**src/rtl/fft_input_loader.sv**
```systemverilog
// fft_input_loader: loads a 2048-point sample frame into 4x512 RAM banks, kicks the FFT and waits for completion; ports: iCLK/iRESET(sync, low), iVALID/iSOP/iDATA_* in, oREADY, oWE_BANK/oADDR_WR/oDATA_* write port, oSTART/iFFT_RDY to controller, oBUSY, oSOP_ERR
module fft_input_loader #(
  parameter int DATA_W = 16
) (
  input  logic              iCLK,
  input  logic              iRESET,
  input  logic              iVALID,
  input  logic              iSOP,
  input  logic [DATA_W-1:0] iDATA_RE,
  input  logic [DATA_W-1:0] iDATA_IM,
  output logic              oREADY,
  output logic [3:0]        oWE_BANK,
  output logic [8:0]        oADDR_WR,
  output logic [DATA_W-1:0] oDATA_RE,
  output logic [DATA_W-1:0] oDATA_IM,
  output logic              oSTART,
  input  logic              iFFT_RDY,
  output logic              oBUSY,
  output logic              oSOP_ERR
);
  typedef enum logic [2:0] {IDLE, LOAD, FLUSH, KICK, WAIT_BUSY, WAIT_DONE} state_t;
  state_t state, state_n;
  logic [10:0] cnt, cnt_n, n;
  logic acc, wr, err;
  assign oREADY = state == IDLE ? iFFT_RDY : state == LOAD;
  assign acc = iVALID & oREADY;
  assign wr = acc & (iSOP | state == LOAD);
  assign n = iSOP ? 11'd0 : cnt;
  assign err = acc & (state == IDLE ? !iSOP : iSOP);
  assign oSTART = state == KICK;
  assign oBUSY = state != IDLE;
  always_comb begin
    state_n = state;
    cnt_n = cnt;
    case (state)
      IDLE: if (acc & iSOP) begin
        state_n = LOAD;
        cnt_n = 11'd1;
      end
      LOAD: if (acc) begin
        cnt_n = iSOP ? 11'd1 : cnt + 11'd1;
        state_n = !iSOP && cnt == 11'd2047 ? FLUSH : LOAD;
      end
      FLUSH: state_n = KICK;
      KICK: state_n = WAIT_BUSY;
      WAIT_BUSY: state_n = iFFT_RDY ? WAIT_BUSY : WAIT_DONE;
      WAIT_DONE: state_n = iFFT_RDY ? IDLE : WAIT_DONE;
      default: state_n = IDLE;
    endcase
  end
  always_ff @(posedge iCLK) begin
    if (!iRESET) begin
      state <= IDLE;
      cnt <= '0;
      oWE_BANK <= '0;
      oADDR_WR <= '0;
      oDATA_RE <= '0;
      oDATA_IM <= '0;
      oSOP_ERR <= 1'b0;
    end else begin
      state <= state_n;
      cnt <= cnt_n;
      oWE_BANK <= wr ? 4'b0001 << n[10:9] : 4'b0000;
      oSOP_ERR <= err;
      if (wr) begin
        oADDR_WR <= n[8:0];
        oDATA_RE <= iDATA_RE;
        oDATA_IM <= iDATA_IM;
      end
    end
  end
endmodule

```
**config.mk**
```make
export PLATFORM = sky130hd
export DESIGN_NAME = fft_input_loader
export DESIGN_NICKNAME = d
export VERILOG_FILES = /design/src/rtl/fft_input_loader.sv
export SDC_FILE = /design/constraint.sdc
export NUM_CORES = 1
export LEC_CHECK = 0
export ABC_CLOCK_PERIOD_IN_PS = 1700
export CAP_MARGIN = 15
export CORE_MARGIN = 2
export CORE_UTILIZATION = 26
export DETAILED_ROUTE_END_ITERATION = 16
export GPL_TIMING_DRIVEN = 0
export PLACE_DENSITY = 0.5
export SYNTH_ARGS = -nofsm -noshare
export SYNTH_HDL_FRONTEND = slang
export SYNTH_SLANG_ARGS = --single-unit
```
**constraint.sdc**
```tcl
create_clock -name iCLK -period 1.7 [get_ports iCLK]
set_input_delay 0.255 -clock iCLK [delete_from_list [all_inputs] [get_ports iCLK]]
set_output_delay 0.255 -clock iCLK [all_outputs]
set_load 0.005 [all_outputs]
```
# Yosys cells after proc, flatten, opt, wreduce, memory -nomap -nowiden
# Index checks and enable logic that the tools add are counted.
dict set report op_classes {
  bitwise 5
  eq_ne 8
  shifts 1
  reduce_logical 8
  add_sub_neg 1
  n_mux 13
}
# operator count
set op_table {}
lappend op_table {{11-bit 2-to-1 mux} 4}
lappend op_table {{11-bit one-hot mux with 2 select lines} 1}
lappend op_table {{3-bit one-hot mux with 6 select lines} 1}
lappend op_table {{11-bit by 1-bit adder with 11-bit output (second input constant)} 1}
lappend op_table {{11-bit equality test (second input constant)} 1}
lappend op_table {{3-bit 2-to-1 mux} 3}
lappend op_table {{3-bit by 2-bit equality test with 1-bit output (second input constant)} 2}
lappend op_table {{3-bit equality test (second input constant)} 2}
lappend op_table {{1-bit bitwise AND} 4}
lappend op_table {{2-bit AND reduction} 2}
lappend op_table {{1-bit by 2-bit left shift with 4-bit output (first input constant)} 1}
lappend op_table {{3-bit by 1-bit equality test with 1-bit output (second input constant)} 1}
lappend op_table {{3-bit zero test} 1}
lappend op_table {{1-bit 2-to-1 mux} 3}
lappend op_table {{3-bit AND reduction} 1}
lappend op_table {{3-bit nonzero test} 1}
lappend op_table {{2-bit 2-to-1 mux} 1}
lappend op_table {{2-bit by 1-bit inequality test with 1-bit output (second input constant)} 1}
lappend op_table {{2-bit inequality test (second input constant)} 1}
lappend op_table {{2-bit nonzero test} 1}
lappend op_table {{1-bit logical AND} 1}
lappend op_table {{1-bit zero test} 1}
lappend op_table {{1-bit OR} 1}
dict set report word_totals {
  inputBits 37
  wordCells 43
  output_inout_bits 49
  register_bits 60
}

# Logic depth before layout (Yosys ltp)
dict set report logic_depth {
  depth_word 6
  mapped_depth 7
}

# Worst setup path after synthesis
# No wires, ideal clock.
dict set report synth_path {
  kind {register to register}
  startpoint {reg state[2]}
  endpoint {reg cnt[9]}
  t_required_ps 1621
  path_stages_with_launch 7
  setup_time_ps 79
  n_path_buf 2
  arrival_time_ps 1335
  setup_slack_ps 286
  cell_sequence {dfxtp_1 buf_2 nor3b_4 and2_1 buf_2 nand4b_1 o211ai_1}
}
dict set report synth_between {
  elab_chain_len 6
}
# item line
set synth_lines {}
lappend synth_lines {{start, declared} 22} ;# state_t state, state_n;
lappend synth_lines {{start signal, assigned} 61} ;# state <= state_n;
lappend synth_lines {{3-bit by 1-bit equality test with 1-bit output / 3-bit zero test (equally long branches)} {25, 35}}
lappend synth_lines {{1-bit 2-to-1 mux} 25} ;# assign oREADY = state == IDLE ? iFFT_RDY : state == LOAD;
lappend synth_lines {{1-bit bitwise AND} 26} ;# assign acc = iVALID & oREADY;
lappend synth_lines {{1-bit bitwise AND} 36} ;# IDLE: if (acc & iSOP) begin
lappend synth_lines {{2-bit by 1-bit inequality test with 1-bit output (no line)} n/a}
lappend synth_lines {{3-bit AND reduction (no line)} n/a}
lappend synth_lines {{end signal, assigned} 62} ;# cnt <= cnt_n;
lappend synth_lines {{end, declared} 23} ;# logic [10:0] cnt, cnt_n, n;
# Several ways; a longest one is shown, not always the timed one.
# A chain may end at the register's enable or synchronous reset.

# Final worst setup path
dict set report layout_path {
  startpoint {reg state[0]}
  endpoint {out oBUSY}
}
dict set report layout_between {
  elab_chain_len 1
}
# item line
set layout_lines {}
lappend layout_lines {{3-bit nonzero test} 31} ;# assign oBUSY = state != IDLE;
lappend layout_lines {{end, declared} 18} ;# output logic oBUSY,
# No other way between the ends.

==> results by group <==
Run status
  • Status: finished clean

Worst setup path
  • CP max stage cell: dfxtp_2
  • Setup crit start kind: register
  • WP depth: 4
  • Worst Path Max Fanout: 6
  • Crit path DAT: ~1.4 ns
  • CP Cell Sequence: buf_6 > buf_4 > or3_1 > clkbuf_2
  • Crit. End Element: output pin
  • Worst path bufs/invs: 3
  • Reg2Reg Depth: 5
  • CP top delay family: buffers and inverters
  • FF-to-FF setup slack: 0.11 ns
  • Worst EP required: around 1.4 ns
  • Crit Path Category: reg -> out
  • Max incr delay on CP: 0.32 ns

Die
  • Io pins: 86
  • Initial Util: 27.2%
  • Die area: 0.00998 mm²
  • Die X-Extent: 99.9 µm
  • CORE AREA: approximately 0.0088 mm²
  • Chip height: 99.9 µm
  • Site Rows: 34

Global routing
  • Global Route Usage Sum: around 13%
  • Largest net degree at the start of global routing: 13
  • Initial antenna violation count: 0
  • First-pass GRT wire length: 10.6 mm
  • Number of global-route vias before repair: ~2300
  • Total grt overflow: 0

Clocking
  • CTS root buf: clkbuf_8
  • CTS tree: yes
  • H-tree depth: 3
  • Hold_buf cts: 0
  • Max Root-Sink Buffers: 2
  • Worst-Skew Late Latency: 0.34 ns
  • CTS clk-pin slew, worst paths: 0.07 ns
  • Clock sinks: 60
  • CTS Buf Count: 9

Yosys
  • Number of synthesized flops with an enable pin: 0
  • YS warnings: 0
  • Seq/Total Area, Yosys: 50.2%
  • Post-synth top area cell: dfxtp_1
  • Synth top area share: 50.2%
  • Syn nets: 326
  • Most frequent cells after synthesis: nand2_1, dfxtp_1, a21oi_1
  • Avg Synthesized Cell Area: 8.30 µm²
  • Yosys cell types: 36
  • FF+latch count, synth: 60
  • Count leader, synth: nand2_1
  • Post-synth ARST share: 0%
  • Netlist Area Pre-Place: between 0.002 and 0.0025 mm²
  • Main flop type after synthesis: dfxtp_1
  • Cells after synthesis: 288
  • Top area cells in the synthesized netlist: dfxtp_1, nand2_1, a21oi_1

Placement
  • Worst slack, placed: -0.383 ns
  • Placer Congestion: 0.767
  • DP HPWL: 4.70 mm
  • Port Buffers: between 80 and 90
  • Inst Count DP: 480

Pwr
  • Sequential power share: 45.3%
  • Worst vdd rail ir drop: 0.346 mV
  • Comb power frac: 10.9%
  • Clk pwr share: 43.9%
  • Net Sw Frac: 22.3%
  • Sw Pwr: 722 µW
  • Internal power: between 2 and 3 mW
  • Power Density: 874 mW/mm²
  • Leakage power: 1.33 nW

Finish
  • Post-Layout Cell Count: between 500 and 600
  • N_diodes: 0
  • Area Overhead vs Synth: 54.6%
  • Layout Nets: between 400 and 500
  • Final core utilization: between 40% and 50%
  • Fraction of layout cells with a size suffix above 1: 12.2%

Timing
  • Final Max Tran Viols: 0
  • Hold slack: between 0.2 and 0.3 ns
  • Final worst path period need: 1.61 ns
  • Setup tns final: 0 ns
  • Fin. Hold Viols: 0
  • Worst-margin pin slew: roughly 0.51 ns
  • RSZ-0062 raised after global routing: false
  • Normalized max-slew margin: about two thirds
  • Setup violations, final: 0
  • Final WS setup: 0.0922 ns
  • Period Utilization, post-route: 94.6%
  • Final Skew: 0.00923 ns
  • FMAX: 622 MHz

Hold path
  • Hold Path Class: in -> reg
  • WHS Path Cells: 3

Detailed routing
  • # DRC: 0
  • DR WL/cell: 13.4 µm
  • DRT Wirelength: 6.74 mm
  • Vias per cell: 4.69
  • Post-DRT Antenna Nets: 0
  • DRT iter0 DRCs: 102
  • Via count: 2353
  • First-pass DRT Iterations: 4

Job
  • Max-Cap Viols: 0
==> flip-flops by register name, indices dropped and copies added, names as in the netlist <==
| name | count |
|---|---|
| oDATA_RE | 16 |
| state | 3 |
| oADDR_WR | 9 |
| oSOP_ERR | 1 |
| oDATA_IM | 16 |
| oWE_BANK | 4 |
| cnt | 11 |
==> path summary, 6_finish.rpt <==
check         startpoint     endpoint
max             state[0]        oBUSY
min                 iSOP     oSOP_ERR
max reg2reg       cnt[0]     state[1]
min reg2reg  oDATA_IM[8]  oDATA_IM[8]
==> layout by cell type, fill, tap and decap left out, types with 2 or more instances in the layout <==
| master | n |
|---|---|
| nor2_1 | 15 |
| and3_1 | 2 |
| nor2b_4 | 2 |
| nand3b_1 | 2 |
| o211a_1 | 3 |
| or3_1 | 3 |
| nand4b_1 | 3 |
| clkbuf_1 | 8 |
| buf_4 | 9 |
| nand2_1 | 77 |
| nand4_1 | 2 |
| clkdlybuf4s50_1 | 80 |
| dlygate4sd2_1 | 3 |
| clkbuf_8 | 10 |
| o211ai_1 | 2 |
| a211oi_1 | 2 |
| nor3b_1 | 3 |
| a22oi_1 | 9 |
| nand3_1 | 11 |
| clkbuf_2 | 2 |
| buf_6 | 5 |
| a21oi_1 | 43 |
| dfxtp_2 | 2 |
| o21ai_0 | 5 |
| buf_2 | 3 |
| clkbuf_4 | 2 |
| bufinv_16 | 2 |
| dfxtp_1 | 58 |
| nor3_1 | 5 |
==> layout make-up <==
cell class                 count  area [µm²]
timing repair buffer          91         882
multi-input combinational    207        1120
sequential                    60        1200
inverter                       1        3.75
clock inverter                 4        72.6
clock buffer                  12         145
buffer                        19         131
tap                          108         135
fill                         924        5110
==> tightest hold or removal path, cell delays in order <==
cell	delay (ns)
buf_2	0.17
nand2_1	0.08
a21oi_1	0.06
==> metrics by stage <==
stage               cell area (µm²)  power [mW]
CTS                            3630        3.27
floorplan                      2390        1.63
global placement               3370        1.83
finish                         3700        3.23
detailed placement             3370        1.83
global route                   3700        3.38
==> metal layers <==
| layer | GRT usage (%) | share of wire (%) |
|---|---|---|
| met1 | 17.3 | 48 |
| met2 | 21.2 | 45 |
| met3 | 2.92 | 5.5 |
| met4 | 6.64 | 1.8 |
| met5 | 0 | 0 |
==> power groups by stage <==
stage | registers (mW) | clock network (mW) | logic (mW)
floorplan | 1.50 | 0 | 0.129
global placement | 1.49 | 0 | 0.334
detailed placement | 1.49 | 0 | 0.335
CTS | 1.46 | 1.47 | 0.341
global route | 1.47 | 1.52 | 0.384
finish | 1.46 | 1.42 | 0.351
==> cell families after synthesis <==
family                     Yosys count  synth area share, %
and+or+nand+nor                    136                 27.3
AOI/OAI and AO/OA                   69                 17.2
DFF                                 60                 50.2
buffers and inverters               21                 4.34
xor gates and xnor gates             1                0.366
adders and majority gates            1                0.523
==> what timing repair did <==
| item | 4_1_cts | 5_1_grt |
|---|---|---|
| pin swaps | 0 | 1 |
| cloned | 0 | 1 |
| endpoints found under the setup margin | 33 | 48 |
| setup buffers | 3 | 3 |
| resized for setup | 16 | 15 |
| hold endpoints to repair | 0 | 0 |
No activity file was read; power rests on OpenSTA's default activity.
